==> config.mk <==
export PLATFORM = sky130hd
export DESIGN_NAME = affine_engine_flat
export DESIGN_NICKNAME = d
export VERILOG_FILES = /design/src/rtl/affine_engine_if.sv /design/src/rtl/affine_engine.sv /design/src/flat_wrapper.sv
export SDC_FILE = /design/constraint.sdc
export NUM_CORES = 1
export LEC_CHECK = 0
export ABC_AREA = 1
export BUFFER_PORTS_ARGS = -buffer_cell sky130_fd_sc_hd__buf_2
export CAP_MARGIN = 20
export CORE_MARGIN = 4
export CORE_UTILIZATION = 45
export DETAILED_ROUTE_END_ITERATION = 10
export PLACE_DENSITY_LB_ADDON = 0.12
export SETUP_SLACK_MARGIN = 0.1
export SYNTH_ARGS = -nofsm -noshare
export SYNTH_HDL_FRONTEND = slang
export SYNTH_SLANG_ARGS = --single-unit
==> constraint.sdc <==
create_clock -name Clock -period 17 [get_ports Clock]
set_input_delay 3.4 -clock Clock [delete_from_list [all_inputs] [get_ports Clock]]
set_output_delay 3.4 -clock Clock [all_outputs]
set_load 0.02 [all_outputs]
==> src/rtl/affine_engine_if.sv <==
// Streaming and configuration bundle for affine_engine.
//
// Handshake semantics: a transfer happens on a rising clock edge where both
// valid and ready are high. The producer holds valid and its data stable
// until that edge. The consumer may change ready at any time. in_ready and
// out_valid are registered, so neither one depends combinationally on its
// partner signal.
interface affine_engine_if #(
    parameter int W  = 8,
    parameter int CW = 8
);
    localparam int DW = (W > CW) ? W : CW;

    // Input stream: producer -> engine
    logic                 in_valid;
    logic                 in_ready;
    logic signed [W-1:0]  x1;
    logic signed [W-1:0]  y1;

    // Result stream: engine -> consumer
    logic                 out_valid;
    logic                 out_ready;
    logic signed [W-1:0]  x2;
    logic signed [W-1:0]  y2;

    // Coefficient and offset programming
    logic                 cfg_we;
    logic [2:0]           cfg_addr;
    logic [DW-1:0]        cfg_data;
    logic                 cfg_err;

    modport master (
        output in_valid, x1, y1, out_ready, cfg_we, cfg_addr, cfg_data,
        input  in_ready, out_valid, x2, y2, cfg_err
    );

    modport slave (
        input  in_valid, x1, y1, out_ready, cfg_we, cfg_addr, cfg_data,
        output in_ready, out_valid, x2, y2, cfg_err
    );
endinterface

==> src/rtl/affine_engine.sv <==
// affine_engine: x2 = a*x1 + b*y1 + e, y2 = c*x1 + d*y1 + f.
// Coefficients a..d are signed fixed point with FRAC fraction bits; e/f are
// plain signed integers. One W x CW multiplier is time-shared over four MAC
// states. The reset coefficient set reproduces the legacy picoMips transform
// (0.75, 0.5, -0.5, 0.75, +20, -20). FRAC must lie in [2, CW-2].
module affine_engine #(
    parameter int W        = 8,
    parameter int CW       = 8,
    parameter int FRAC     = 6,
    parameter int SATURATE = 1
) (
    input  logic           Clock,
    input  logic           nReset,
    affine_engine_if.slave bus,
    output logic [2:0]     dbg_state
);
    localparam int PW = W + CW;      // raw product width
    localparam int AW = W + CW + 2;  // accumulator width

    localparam logic signed [CW-1:0] A_RST = CW'(3 << (FRAC - 2));
    localparam logic signed [CW-1:0] B_RST = CW'(1 << (FRAC - 1));
    localparam logic signed [CW-1:0] C_RST = CW'(-(1 << (FRAC - 1)));
    localparam logic signed [CW-1:0] D_RST = CW'(3 << (FRAC - 2));
    localparam logic signed [W-1:0]  E_RST = W'(20);
    localparam logic signed [W-1:0]  F_RST = W'(-20);

    // Output range limits, sign-extended to accumulator width
    localparam logic signed [AW-1:0] MAX_V = {{(AW-W+1){1'b0}}, {(W-1){1'b1}}};
    localparam logic signed [AW-1:0] MIN_V = {{(AW-W+1){1'b1}}, {(W-1){1'b0}}};

    typedef enum logic [2:0] {
        IDLE   = 3'd0,
        MAC_AX = 3'd1,
        MAC_BY = 3'd2,
        MAC_CX = 3'd3,
        MAC_DY = 3'd4,
        DONE   = 3'd5
    } state_t;

    state_t state;

    // Programmable coefficients and offsets
    logic signed [CW-1:0] coef_a, coef_b, coef_c, coef_d;
    logic signed [W-1:0]  off_e, off_f;

    // Datapath registers
    logic signed [W-1:0]  x_r, y_r;
    logic signed [AW-1:0] acc;
    logic signed [W-1:0]  rx_r;
    logic signed [W-1:0]  x2_r, y2_r;
    logic                 in_ready_r;
    logic                 out_valid_r;
    logic                 cfg_err_r;

    // Shared multiplier operands and post-MAC arithmetic
    logic signed [W-1:0]  mul_op;
    logic signed [CW-1:0] mul_coef;
    logic signed [W-1:0]  off_sel;
    logic signed [PW-1:0] prod;
    logic signed [AW-1:0] prod_ext;
    logic signed [AW-1:0] sum_w;
    logic signed [AW-1:0] shr_w;
    logic signed [AW-1:0] off_ext;
    logic signed [AW-1:0] res_w;
    logic signed [W-1:0]  result;
    logic                 cfg_ok;

    // Clamp or wrap a full-width result into W bits
    function automatic logic signed [W-1:0] fit(input logic signed [AW-1:0] v);
        logic signed [W-1:0] r;
        r = v[W-1:0];
        if (SATURATE != 0) begin
            if (v > MAX_V)
                r = MAX_V[W-1:0];
            else if (v < MIN_V)
                r = MIN_V[W-1:0];
        end
        return r;
    endfunction

    // Select multiplier operand, coefficient and offset for the current MAC step
    always_comb begin
        mul_op   = x_r;
        mul_coef = coef_a;
        off_sel  = off_e;
        case (state)
            MAC_BY: begin
                mul_op   = y_r;
                mul_coef = coef_b;
            end
            MAC_CX: begin
                mul_op   = x_r;
                mul_coef = coef_c;
                off_sel  = off_f;
            end
            MAC_DY: begin
                mul_op   = y_r;
                mul_coef = coef_d;
                off_sel  = off_f;
            end
            default: ;
        endcase
    end

    assign prod     = mul_op * mul_coef;
    assign prod_ext = {{(AW-PW){prod[PW-1]}}, prod};
    assign sum_w    = acc + prod_ext;
    // Arithmetic shift: floor rounding of the fixed-point sum
    assign shr_w    = sum_w >>> FRAC;
    assign off_ext  = {{(AW-W){off_sel[W-1]}}, off_sel};
    assign res_w    = shr_w + off_ext;
    assign result   = fit(res_w);

    // Writes land only while idle and only to addresses 0..5
    assign cfg_ok = bus.cfg_we && (state == IDLE) && (bus.cfg_addr <= 3'd5);

    // Coefficient/offset registers and the write-rejected pulse
    always_ff @(posedge Clock or negedge nReset) begin
        if (!nReset) begin
            coef_a    <= A_RST;
            coef_b    <= B_RST;
            coef_c    <= C_RST;
            coef_d    <= D_RST;
            off_e     <= E_RST;
            off_f     <= F_RST;
            cfg_err_r <= 1'b0;
        end else begin
            cfg_err_r <= bus.cfg_we && !cfg_ok;
            if (cfg_ok) begin
                case (bus.cfg_addr)
                    3'd0:    coef_a <= bus.cfg_data[CW-1:0];
                    3'd1:    coef_b <= bus.cfg_data[CW-1:0];
                    3'd2:    coef_c <= bus.cfg_data[CW-1:0];
                    3'd3:    coef_d <= bus.cfg_data[CW-1:0];
                    3'd4:    off_e  <= bus.cfg_data[W-1:0];
                    3'd5:    off_f  <= bus.cfg_data[W-1:0];
                    default: ;
                endcase
            end
        end
    end

    // Sequencer: accept, four MAC steps, hold result until consumed
    always_ff @(posedge Clock or negedge nReset) begin
        if (!nReset) begin
            state       <= IDLE;
            in_ready_r  <= 1'b0;
            out_valid_r <= 1'b0;
            x_r         <= '0;
            y_r         <= '0;
            acc         <= '0;
            rx_r        <= '0;
            x2_r        <= '0;
            y2_r        <= '0;
        end else begin
            case (state)
                IDLE: begin
                    in_ready_r <= 1'b1;
                    if (bus.in_valid && in_ready_r) begin
                        x_r        <= bus.x1;
                        y_r        <= bus.y1;
                        in_ready_r <= 1'b0;
                        state      <= MAC_AX;
                    end
                end
                MAC_AX: begin
                    acc   <= prod_ext;
                    state <= MAC_BY;
                end
                MAC_BY: begin
                    acc   <= sum_w;
                    rx_r  <= result;
                    state <= MAC_CX;
                end
                MAC_CX: begin
                    acc   <= prod_ext;
                    state <= MAC_DY;
                end
                MAC_DY: begin
                    // Both results are published together with out_valid
                    acc         <= sum_w;
                    x2_r        <= rx_r;
                    y2_r        <= result;
                    out_valid_r <= 1'b1;
                    state       <= DONE;
                end
                DONE: begin
                    if (bus.out_ready) begin
                        out_valid_r <= 1'b0;
                        in_ready_r  <= 1'b1;
                        state       <= IDLE;
                    end
                end
                default: begin
                    in_ready_r  <= 1'b0;
                    out_valid_r <= 1'b0;
                    state       <= IDLE;
                end
            endcase
        end
    end

    assign bus.in_ready  = in_ready_r;
    assign bus.out_valid = out_valid_r;
    assign bus.x2        = x2_r;
    assign bus.y2        = y2_r;
    assign bus.cfg_err   = cfg_err_r;
    assign dbg_state     = state;

endmodule

==> src/flat_wrapper.sv <==
// flat-port wrapper written by rule: the top's interface ports become plain ports
module affine_engine_flat 
#(
    parameter int W        = 8,
    parameter int CW       = 8,
    parameter int FRAC     = 6,
    parameter int SATURATE = 1
)
  (Clock, nReset, dbg_state, bus_in_valid, bus_x1, bus_y1, bus_out_ready, bus_cfg_we, bus_cfg_addr, bus_cfg_data, bus_in_ready, bus_out_valid, bus_x2, bus_y2, bus_cfg_err);
  affine_engine_if #(.W(W), .CW(CW)) bus_i ();
  input  logic Clock;
  input  logic nReset;
  output logic [2:0] dbg_state;
  input wire logic [$bits(bus_i.in_valid)-1:0] bus_in_valid;
  input wire logic [$bits(bus_i.x1)-1:0] bus_x1;
  input wire logic [$bits(bus_i.y1)-1:0] bus_y1;
  input wire logic [$bits(bus_i.out_ready)-1:0] bus_out_ready;
  input wire logic [$bits(bus_i.cfg_we)-1:0] bus_cfg_we;
  input wire logic [$bits(bus_i.cfg_addr)-1:0] bus_cfg_addr;
  input wire logic [$bits(bus_i.cfg_data)-1:0] bus_cfg_data;
  output wire logic [$bits(bus_i.in_ready)-1:0] bus_in_ready;
  output wire logic [$bits(bus_i.out_valid)-1:0] bus_out_valid;
  output wire logic [$bits(bus_i.x2)-1:0] bus_x2;
  output wire logic [$bits(bus_i.y2)-1:0] bus_y2;
  output wire logic [$bits(bus_i.cfg_err)-1:0] bus_cfg_err;
  assign bus_i.in_valid = bus_in_valid;
  assign bus_i.x1 = bus_x1;
  assign bus_i.y1 = bus_y1;
  assign bus_i.out_ready = bus_out_ready;
  assign bus_i.cfg_we = bus_cfg_we;
  assign bus_i.cfg_addr = bus_cfg_addr;
  assign bus_i.cfg_data = bus_cfg_data;
  assign bus_in_ready = bus_i.in_ready;
  assign bus_out_valid = bus_i.out_valid;
  assign bus_x2 = bus_i.x2;
  assign bus_y2 = bus_i.y2;
  assign bus_cfg_err = bus_i.cfg_err;
  affine_engine #(.W(W), .CW(CW), .FRAC(FRAC), .SATURATE(SATURATE)) u_core (.Clock(Clock), .nReset(nReset), .bus(bus_i), .dbg_state(dbg_state));
endmodule
==> impl_metrics.ini <==
[placed_design]
rd_place_congestion = 0.853
placement.cell_area_um2 = 9300
placement.io_buffers = 53
post-dp-hpwl_um = 16100

[timing]
finalCriticalPeriod_ps = 9510
tightestPinTransition_ps = 828
unrepaired_setup_endpoints_after_global_routing = no
timing.final.crit_share_pct = 56.0
report.final.slew_viol_count = 0
max_freq_ghz = 0.105
totalNegativeSetupSlack_ps = 0
finalClockSkew_ps = 13.3
max_slew_headroom_at_the_worst_pin_pct = 44.7
final-setup-viol-count = 0
hold_viol = 0

[setup_path]
critical_path.top_delay_family = adder cells
worst-endpoint-arrival_ps = 9760
crit_path_frequent_cell = sky130_fd_sc_hd__nand2_1
r2r_setup_slk_ps = 7490
r2r-end = u_core.rx_r[0]
cp-start-kind = flip-flop
largest_stage_delay_on_the_critical_path_ps = 690
worst-endpoint-required_ps = 17250
cp_max_fo = 34
crit_slowest_cell = sky130_fd_sc_hd__fa_1
worst_setup_path_end_kind = flip-flop
crit-reg2reg-launch = u_core.dbg_state[2]
worst-setup-path-type = flip-flop to flip-flop
critical_path_buf_inv_count = 10
r2r.worst_path.cells = 48

[clocking]
postCtsHoldBufs = 0
ctsLongestPathBuffers = 2
htreeDepth = 3
clock-root-buffer = sky130_fd_sc_hd__clkbuf_16
cts-resized-gates = 0
tritoncts = done
clock_buffer_count_from_cts = 9
clk_pin_slew_worst_paths_ps = 80
cts_setup_buffers = 0
clk-insertion-delay-late_ps = 370
clock-sinks = 112

[synthesis]
synth_area_leader_cell = sky130_fd_sc_hd__dfrtp_1
syn-instance-count = 1091
post_synth.cell_area_avg_um2 = 8.01
synth_largest_type_area_fraction_pct = 27.8
ys_seq_area_share_pct = 32.3
synth_enable_flop_cells = 0
postSynthNetCount = 1238
synth_top_flop_cell = sky130_fd_sc_hd__dfrtp_1
post_synth_instance_area_um2 = 8740
synth_async_sr_flop_share_pct = 100
ys_top_cells_by_area = sky130_fd_sc_hd__dfrtp_1 (28%), sky130_fd_sc_hd__fa_1 (13%), sky130_fd_sc_hd__nand2_1 (11%)
synth.distinct_cells = 44
ys_seq_elements = 112
ys_warn_count = 0

[route]
detailroute.via_count = 6913
avgRoutedWirePerCell_um = 14.2
wirelength_um = 20000
drtAntennaViolNets = 0
routed_via_density = 4.91
drt-pass1-iter-count = 5
route.detailed.drc = 0
first_drt_iteration_drcs = 299

[run]
drv.max_cap_violation_count = 0

[hold_path]
hold_class = flip-flop to flip-flop
hold_start = u_core.bus.x2[7]
hold_depth = 2
min_delay_worst_endpoint = u_core.bus.x2[7]

[floorplan]
ioPinCount = 54
initial_core_util_pct = 46.3
row_count = 50
core_region_area_um2 = 18900
die_x_um = 147
die_h_um = 147
die_area_um2 = 21700

[layout]
layout.nets = 1290
final_cell_area_um2 = 9620
fraction_of_final_layout_cells_sized_beyond_drive_strength_1_pct = 12.5
layout_overhead_on_the_synthesized_area_pct = 10.1
final_cell_mix = sky130_fd_sc_hd__nand2_1 (253), sky130_fd_sc_hd__inv_1 (193), sky130_fd_sc_hd__nor2_1 (115)
antenna-diode-count = 0
final_common_cell = sky130_fd_sc_hd__nand2_1

[grt]
number_of_global_route_vias_before_repair = 6880
largest_net_degree_at_the_start_of_global_routing = 63
antenna_found_initial = 0
gr-usage-all-layers_pct = 19.1
wire_length_of_the_first_global_routing_pass_um = 33800
global_route.overflow_total = 0

[status]
outcome = complete, no violations
==> metal layers <==
layer  vias to the layer above  global-route usage (%)  part of all wire [%]
met5                         -                       0                     0
met1                      3263                    26.4                    48
met4                         0                    5.13                   2.0
met2                       111                    31.5                    47
met3                        29                    2.78                   3.6
li1                       3510                       -                     -
==> per-stage QoR <==
stage | worst slack (ps) | hold slack (ps) | instances | util, %
after floorplan | 8960 | 448 | 1091 | -
after global placement | 7770 | 448 | 1391 | 49.2
after detailed placement | 7510 | 454 | 1392 | 49.2
after CTS | 7480 | 475 | 1408 | 50.9
after global routing | 6720 | 491 | 1408 | 50.9
final | 7490 | 469 | 1408 | 50.9
==> worst min-delay path: cells and delay by family (launching register included) <==
kind | cells | cell delay, ps
and+or+nand+nor | 2 | 90
DFF | 1 | 350
==> sequential cells by signal, indices dropped and copies added (netlist names) <==
register              count
u_core.acc               18
u_core.bus.x2             8
u_core.x_r                8
u_core.coef_b             8
u_core.y_r                8
u_core.bus.out_valid      1
u_core.rx_r               8
u_core.bus.in_ready       1
u_core.coef_c             8
u_core.dbg_state          3
u_core.off_e              8
u_core.off_f              8
u_core.bus.y2             8
u_core.coef_d             8
u_core.coef_a             8
u_core.bus.cfg_err        1
==> worst max path at each step <==
stage | startpoint | to | slack, ps | cells after the start
2_1_floorplan | u_core.dbg_state[2] | u_core.bus.y2[0] | 8960 | 49
3_3_place_gp | u_core.dbg_state[2] | u_core.rx_r[0] | 7770 | 47
3_5_place_dp | u_core.dbg_state[2] | u_core.rx_r[3] | 7510 | 48
4_1_cts | u_core.dbg_state[2] | u_core.rx_r[0] | 7480 | 48
5_1_grt | u_core.dbg_state[2] | u_core.rx_r[2] | 6720 | 48
6_report | u_core.dbg_state[2] | u_core.rx_r[0] | 7490 | 48
==> synthesized netlist by cell type, drive strengths merged, types with 8 or more instances <==
| cell | n |
|---|---|
| dfrtp | 97 |
| nand2 | 262 |
| xor2 | 20 |
| nor2 | 120 |
| o21ai | 62 |
| a21oi | 64 |
| dfstp | 15 |
| mux2 | 15 |
| clkbuf | 12 |
| nand3 | 34 |
| fa | 57 |
| inv | 199 |
| xnor2 | 15 |
| or2 | 8 |
| ha | 58 |
==> cells by family after synthesis <==
family / synth area share, %
and+or+nand+nor: 21.5
adders and majority gates: 21.4
DFF: 32.3
muxes: 1.93
buffers and inverters: 9.42
AOI/OAI and AO/OA: 10.0
xor gates and xnor gates: 3.51
==> cell type report <==
type	instances	area (um2)
inverter	200	751
timing repair buffer	59	313
sequential	112	2820
clock inverter	7	90.1
tap	260	325
clock buffer	9	225
multi-input combinational	761	5090
fill	1907	9270
Power is not shown: default switching activity piles up to over one toggle a cycle in this logic, so the estimate is an artifact.
